**src/rtl/ddr_stat_arbiter.sv**
```systemverilog
// Two-requester round-robin arbiter in front of the sh_ddr stat channel.
// Define DDR_STAT_TIMEOUT_EN to add an ack-wait timeout of TIMEOUT_CYCLES.
module ddr_stat_arbiter #(
  parameter int unsigned TIMEOUT_CYCLES = 1024
) (
  input  logic        clk_main_a0,
  input  logic        rst_main_n,
  input  logic        req0_valid,
  input  logic        req0_wr,
  input  logic [7:0]  req0_addr,
  input  logic [31:0] req0_wdata,
  output logic        req0_done,
  output logic [31:0] req0_rdata,
  output logic        req0_err,
  input  logic        req1_valid,
  input  logic        req1_wr,
  input  logic [7:0]  req1_addr,
  input  logic [31:0] req1_wdata,
  output logic        req1_done,
  output logic [31:0] req1_rdata,
  output logic        req1_err,
  output logic [7:0]  sh_ddr_stat_addr,
  output logic        sh_ddr_stat_wr,
  output logic        sh_ddr_stat_rd,
  output logic [31:0] sh_ddr_stat_wdata,
  input  logic        ddr_sh_stat_ack,
  input  logic [31:0] ddr_sh_stat_rdata,
  input  logic        ddr_sh_stat_int,
  input  logic        int_clr,
  output logic        stat_int_seen
);
  // state    | meaning
  // IDLE     | no transaction; sample valids and arbitrate
  // ISSUE    | one-cycle rd/wr strobe toward sh_ddr
  // WAIT_ACK | hold addr/wdata until ack (or timeout)
  // DONE     | one-cycle done pulse to the granted requester
  typedef enum logic [1:0] {IDLE, ISSUE, WAIT_ACK, DONE} state_t;

  if ((TIMEOUT_CYCLES < 4) || (TIMEOUT_CYCLES > 65535)) begin : g_bad_timeout
    $error("TIMEOUT_CYCLES must be in 4..65535");
  end

  state_t      r_state, w_state_nxt;
  logic        r_gnt, r_last, r_wr;
  logic [7:0]  r_addr;
  logic [31:0] r_wdata, r_rdata;
  logic        r_int_seen;
  logic        w_pick, w_start, w_ack, w_finish, w_err;

  // r_last resets to 1 so that req0 wins the first contention
  assign w_pick  = (req0_valid && req1_valid) ? !r_last : req1_valid;
  assign w_start = (r_state == IDLE) && (req0_valid || req1_valid);
  assign w_ack   = (r_state == WAIT_ACK) && ddr_sh_stat_ack;

`ifdef DDR_STAT_TIMEOUT_EN
  logic [15:0] r_cnt;
  logic        r_err;
  logic        w_tmo;

  assign w_tmo    = (r_state == WAIT_ACK) && !ddr_sh_stat_ack && (r_cnt == 16'd0);
  assign w_finish = w_ack || w_tmo;
  assign w_err    = r_err;

  always_ff @(posedge clk_main_a0 or negedge rst_main_n) begin
    if (!rst_main_n) begin
      r_cnt <= 16'd0;
      r_err <= 1'b0;
    end else begin
      if (r_state == ISSUE)
        r_cnt <= 16'(TIMEOUT_CYCLES - 1);
      else if (r_state == WAIT_ACK)
        r_cnt <= w_finish ? 16'd0 : r_cnt - 16'd1;
      if (w_ack)
        r_err <= 1'b0;
      else if (w_tmo)
        r_err <= 1'b1;
    end
  end
`else
  assign w_finish = w_ack;
  assign w_err    = 1'b0;
`endif

  always_ff @(posedge clk_main_a0 or negedge rst_main_n) begin
    if (!rst_main_n) begin
      r_state    <= IDLE;
      r_gnt      <= 1'b0;
      r_last     <= 1'b1;
      r_wr       <= 1'b0;
      r_addr     <= 8'h0;
      r_wdata    <= 32'h0;
      r_rdata    <= 32'h0;
      r_int_seen <= 1'b0;
    end else begin
      r_state    <= w_state_nxt;
      r_int_seen <= ddr_sh_stat_int || (r_int_seen && !int_clr);
      if (w_start) begin
        r_gnt   <= w_pick;
        r_last  <= w_pick;
        r_wr    <= w_pick ? req1_wr    : req0_wr;
        r_addr  <= w_pick ? req1_addr  : req0_addr;
        r_wdata <= w_pick ? req1_wdata : req0_wdata;
      end
      if (w_ack)
        r_rdata <= r_wr ? 32'h0 : ddr_sh_stat_rdata;
`ifdef DDR_STAT_TIMEOUT_EN
      else if (w_tmo)
        r_rdata <= 32'hDEAD_BEEF;
`endif
    end
  end

  always_comb begin
    w_state_nxt       = r_state;
    sh_ddr_stat_addr  = 8'h0;
    sh_ddr_stat_wdata = 32'h0;
    sh_ddr_stat_wr    = 1'b0;
    sh_ddr_stat_rd    = 1'b0;
    req0_done         = 1'b0;
    req1_done         = 1'b0;
    req0_rdata        = 32'h0;
    req1_rdata        = 32'h0;
    req0_err          = 1'b0;
    req1_err          = 1'b0;
    if (r_state != IDLE) begin
      sh_ddr_stat_addr  = r_addr;
      sh_ddr_stat_wdata = r_wdata;
    end
    unique case (r_state)
      IDLE: if (w_start) w_state_nxt = ISSUE;
      ISSUE: begin
        sh_ddr_stat_wr = r_wr;
        sh_ddr_stat_rd = !r_wr;
        w_state_nxt    = WAIT_ACK;
      end
      WAIT_ACK: if (w_finish) w_state_nxt = DONE;
      DONE: begin
        req0_done   = !r_gnt;
        req1_done   = r_gnt;
        req0_rdata  = r_gnt ? 32'h0 : r_rdata;
        req1_rdata  = r_gnt ? r_rdata : 32'h0;
        req0_err    = !r_gnt && w_err;
        req1_err    = r_gnt && w_err;
        w_state_nxt = IDLE;
      end
      default: w_state_nxt = IDLE;
    endcase
  end

  assign stat_int_seen = r_int_seen;

endmodule
```
**config.mk**
```make
export PLATFORM = sky130hd
export DESIGN_NAME = ddr_stat_arbiter
export DESIGN_NICKNAME = d
export VERILOG_FILES = /design/src/rtl/ddr_stat_arbiter.sv
export SDC_FILE = /design/constraint.sdc
export NUM_CORES = 1
export LEC_CHECK = 0
export ABC_AREA = 0
export BUFFER_PORTS_ARGS = -buffer_cell sky130_fd_sc_hd__buf_2
export CORE_ASPECT_RATIO = 1.75
export CORE_UTILIZATION = 45
export CTS_CLUSTER_SIZE = 20
export DETAILED_ROUTE_END_ITERATION = 16
export PLACE_DENSITY_LB_ADDON = 0.1
export SLEW_MARGIN = 20
export SYNTH_ARGS = -nofsm -noshare
export SYNTH_HDL_FRONTEND = slang
export SYNTH_SLANG_ARGS = --single-unit
```
**constraint.sdc**
```tcl
create_clock -name clk_main_a0 -period 1.8 [get_ports clk_main_a0]
set_input_delay 0.36 -clock clk_main_a0 [delete_from_list [all_inputs] [get_ports clk_main_a0]]
set_output_delay 0.36 -clock clk_main_a0 [all_outputs]
set_load 0.005 [all_outputs]
```
**Word level (Yosys, flattened, before mapping)**

Cells that the tools add are included.

- Eq/ne operators: 5
- Mux-type cells: 18
- Reductions and logical operators: 13

Operators by type and width:

| kind | count |
|---|---|
| 2-to-1 mux 32 bit | 7 |
| 2-to-1 mux 8 bit | 2 |
| case mux 2 bit (4 select lines) | 1 |
| 2-to-1 mux 1 bit | 6 |
| == test 2 bit, second input constant | 2 |
| logical AND 1 bit | 4 |
| logical NOT 1 bit | 4 |
| 2-to-1 mux 2 bit | 2 |
| inequality test 2 bit, second input constant | 2 |
| == test 2 x 1 -> 1 bit, second input constant | 1 |
| logical NOT 2 bit | 1 |
| logical OR 1 bit | 2 |
| AND reduction 2 bit | 1 |
| nonzero test 2 bit | 1 |

- Register bits: 78
- Input bits: 121
- Output and inout bits: 111

**Depth between registers and ports, before layout**

- Word-level depth: 4
- Depth in mapped cells: 7

**Least setup slack after synthesis**

No wires, ideal clock.

- Path kind: reg-to-reg
- From: reg r_state[0]
- To: reg r_state[1]
- Data arrival time: 1.444 ns
- Required time: 1.675 ns
- Slack: 0.231 ns
- Stages on the path, launching flop included: 7
- Clock period less this slack: 1.569 ns
- Cells stage by stage: dfrtp_1 > inv_1 > ha_1 > buf_4 > nor3b_1 > a21oi_1 > mux2_2

- Longest elaborated chain between the ends: 4
- Elaborated cells between the ends (all ways): 10

RTL lines:

| item | line | source |
|---|---|---|
| start, declared | 43 | `state_t r_state, w_state_nxt;` |
| start signal, assigned | 95 | `r_state <= w_state_nxt;` |
| == test 2 bit / logical NOT 2 bit (equally long branches) | 53, 129, 52 |  |
| logical AND 1 bit (on tied branches) | 53, 52 |  |
| inequality test 2 bit (no source line) | n/a |  |
| AND reduction 2 bit (no source line) | n/a |  |

Several ways; a longest one is shown, not always the timed one.
A chain may end at the register's enable or synchronous reset.

**Final worst setup path**

- From: reg r_state[1]
- To: out req0_rdata[15]

- Longest elaborated chain between the ends: 2

RTL lines:

| item | line | source |
|---|---|---|
| == test 2 bit | 129 | `unique case (r_state)` |
| 2-to-1 mux 32 bit | 129 |  |
| end, declared | 13 | `output logic [31:0] req0_rdata,` |

Every way passes these cells.

==> impl_metrics.tcl <==
set metrics [dict create \
    status "complete, but fails checks" \
    violations "setup timing" \
    timing.rr.start "r_state[1]" \
    syn_to_final_growth_pct 44.07 \
    grt_pass1_vias 3971 \
    max_freq_mhz 529.5 \
    route.detailed.drc 0 \
    drt-vias-per-instance 5.060 \
    layout_worst_path_cycle_share 1.049 \
    synth_simple_gate_area_frac 0.3100 \
    cp.arrival_ns 1.53 \
    syn_area_um2 4250 \
    power_leakage_nw 3.312 \
    grt_pass1_wl_mm 18.53 \
    grt_usage 0.2468 \
    synth_area_leader_cell "dfrtp_1" \
    rr_worst_depth 6 \
    ys_seq_area_frac 0.4595 \
    clockBufferDepth 2 \
    skew_ns 0.008311 \
    synthTopCellsByCount "84 x a21oi_1, 77 x dfrtp_1, 74 x nand2_1" \
    min_period_ns 1.889 \
    max_stage_delay_ns 0.39 \
    postSynthAreaPerCell_um2 8.301 \
    wl_per_cell_um 14.35 \
    min_from "ddr_sh_stat_int" \
    clk_pin_slew_worst_paths_ns 0.06 \
    cts_tree "yes" \
    ys_async_sr_fraction 1.000 \
    hold_path.class "in2reg" \
    drv_slew 0 \
    hold_violations 0 \
    portBuffers 229 \
    cts_max_level 3 \
    clk_latency_ns 0.33 \
    total_power_mw 9.777 \
    rsz0062_at_grt "yes" \
    synth_top_area_frac 0.4533 \
    coreArea_um2 9094 \
    cpMaxStageDelayCell "dfrtp_1" \
    finalSetupViolations 103 \
    ys_seq_elements 78 \
    place.gp.congestion 0.8470 \
    place_hpwl_mm 8.503 \
    tightest_slew_ns 0.6542 \
    layout_setup_ws_ns -0.08865 \
    rrSetupSlack_ns 0.08 \
    synth_edf_count 0 \
    ios 232 \
    initial_core_util 0.4674 \
    maxCapViolations 0 \
    peakVddDrop_v 0.0009131 \
    switchingPower_mw 3.657 \
    antenna_left 0 \
    drt_first_pass_iters 4 \
    critPathKind "reg2out" \
    cp_num_buf_inv 2 \
    ys.flop_type "dfrtp_1" \
    pwr-share-comb 0.493 \
    crit_fanout 8 \
    crit_chain "ha_2 > nor2b_4 > buf_4 > and2_1 > buf_2" \
    syn_inst 512 \
    diodes 0 \
    multi_input_area_um2 2175 \
    yosys-mux-area-fraction 0.002649 \
    grt_max_degree 65 \
    synth_compound_area_frac 0.1548 \
    ys.warnings.count 0 \
    clock_sinks 78 \
    r2r_end "r_state[1]" \
    fillers 797 \
    dieArea_um2 9853 \
    seq_area_um2 1953 \
    pwr-share-clk 0.185 \
    p_int_mw 6.120 \
    synth.most_common_cell "a21oi_1" \
    netlist_top_cells_area "dfrtp_1 45%, a21oi_1 9.9%, nand2_1 6.5%" \
    required_ns 1.44 \
    vias 4352 \
    startpoint "r_state[1]" \
    crit_path_end_kind "output port" \
    cts_buffers 9 \
    switching_share 0.3740 \
    antenna_found_initial 0 \
    holdPathStages 2 \
    whs_endpoint "stat_int_seen" \
    clockRootBuffer "clkbuf_16" \
    critPathLaunchType "flop" \
    final_nets 862 \
    drive_gt1_frac 0.3946 \
    final_core_utilization 0.6734 \
    gr-total-overflow 0 \
    slew_headroom 0.5622 \
    power_density_nw_per_um2 1597 \
    die_y_um 130.6 \
    first_iter_violations 228 \
    synthAdderAreaFrac 0.01766 \
    synth-xor-area-share 0 \
    yosysUniqueCellTypes 28 \
    crit_family "flip-flops" \
    seqPwrFrac 0.322 \
    synth_top_family_by_area "simple AND/OR/NAND/NOR gates" \
    rows 46 \
    routed_wl_mm 12.35 \
    die_w_um 75.47 \
]
[power by group through the flow]
stage	Sequential, mW	Clock, mW	Combinational (mW)
2_1_floorplan	2.99	0	2.68
3_3_place_gp	3.11	0	4.20
3_5_place_dp	3.16	0	4.32
4_1_cts	3.13	1.86	4.59
5_1_grt	3.25	1.94	5.38
6_report	3.15	1.81	4.82
[through the flow]
step	setup slack, ns	instance area [um^2]	setup TNS, ns	hold slack [ns]	instances
6_report	-0.08865	6123	-4.976	0.2179	860
5_1_grt	-0.1700	6123	-13.66	0.2136	860
4_1_cts	-0.07781	5957	-4.368	0.2072	857
3_5_place_dp	0.01831	5547	0	0.3364	833
3_3_place_gp	0.05119	5547	0	0.3331	833
2_1_floorplan	0.2313	4254	0	0.06441	513
[worst reg2reg max path, cell delays in order (launching register included)]
cell     delay (ns)
dfrtp_1        0.39
inv_1          0.14
ha_4           0.21
buf_4          0.15
nor3b_2        0.17
a21oi_1        0.19
mux2_2         0.36
[metal layers]
| metal | vias up | routed length [um] | global-route usage |
|---|---|---|---|
| li1 | 2110 | - | - |
| met5 | - | 0 | 0 |
| met3 | 23 | 632 | 0.04908 |
| met4 | 0 | 255 | 0.09913 |
| met2 | 181 | 6860 | 0.4322 |
| met1 | 2038 | 4596 | 0.2891 |
[layout make-up]
class,instances,area share
clock buffers,12,0.04189
well taps,120,0.02452
flip-flops and latches,78,0.3190
clock inverters,4,0.007356
inverters,4,0.002861
multi-input cells,389,0.3551
repair buffers,253,0.2493
[state kept, by name, indices dropped and copies added, names as in the netlist]
signal         cells
r_gnt              1
r_addr             8
r_last             1
r_rdata           32
r_wdata           32
stat_int_seen      1
r_wr               1
r_state            2
[what timing repair did]
item                                    in CTS  in global routing
buffers inserted                             5                  2
resized for setup                           18                 26
cloned                                       2                  0
hold endpoints to repair                    29                  0
hold buffers                                 1                  0
pin swaps                                    2                  5
endpoints found under the setup margin     104                109
[how the worst max path moves through the flow]
stage,end,cells after the start,slack (ns)
finish,req0_rdata[15],5,-0.09
global route,req0_rdata[11],5,-0.17
CTS,req0_rdata[17],5,-0.08
detailed placement,r_wdata[1],4,0.02
global placement,r_wdata[21],4,0.05
floorplan,r_state[1],6,0.23
[placed cells by master, fill, tap and decap left out, drive strengths merged]
cell,Yosys,layout
o32a,1,1
a21boi,1,1
a31oi,1,1
mux2,1,1
and3,32,32
o21a,1,1
and2,33,33
dlygate4sd3,0,1
buf,21,252
a22o,1,1
bufinv,0,1
a21bo,1,1
a21oi,84,84
nor2,41,41
nand2b,32,32
inv,4,4
nor2b,42,42
dfrtp,77,77
ha,6,6
a21o,1,1
nor3b,1,1
dfstp,1,1
conb,1,2
o21ai,33,33
and3b,1,1
nand2,74,74
clkinv,0,3
clkbuf,21,12
[logic make-up after synthesis]
group	after synthesis
flip-flops	78
buffers and inverters	46
other	1
multiplexers	1
AND/OR/NAND/NOR	256
AO/OA/AOI/OAI	124
adder cells (fa/ha/maj)	6
Power figures use the tool's default switching activity.
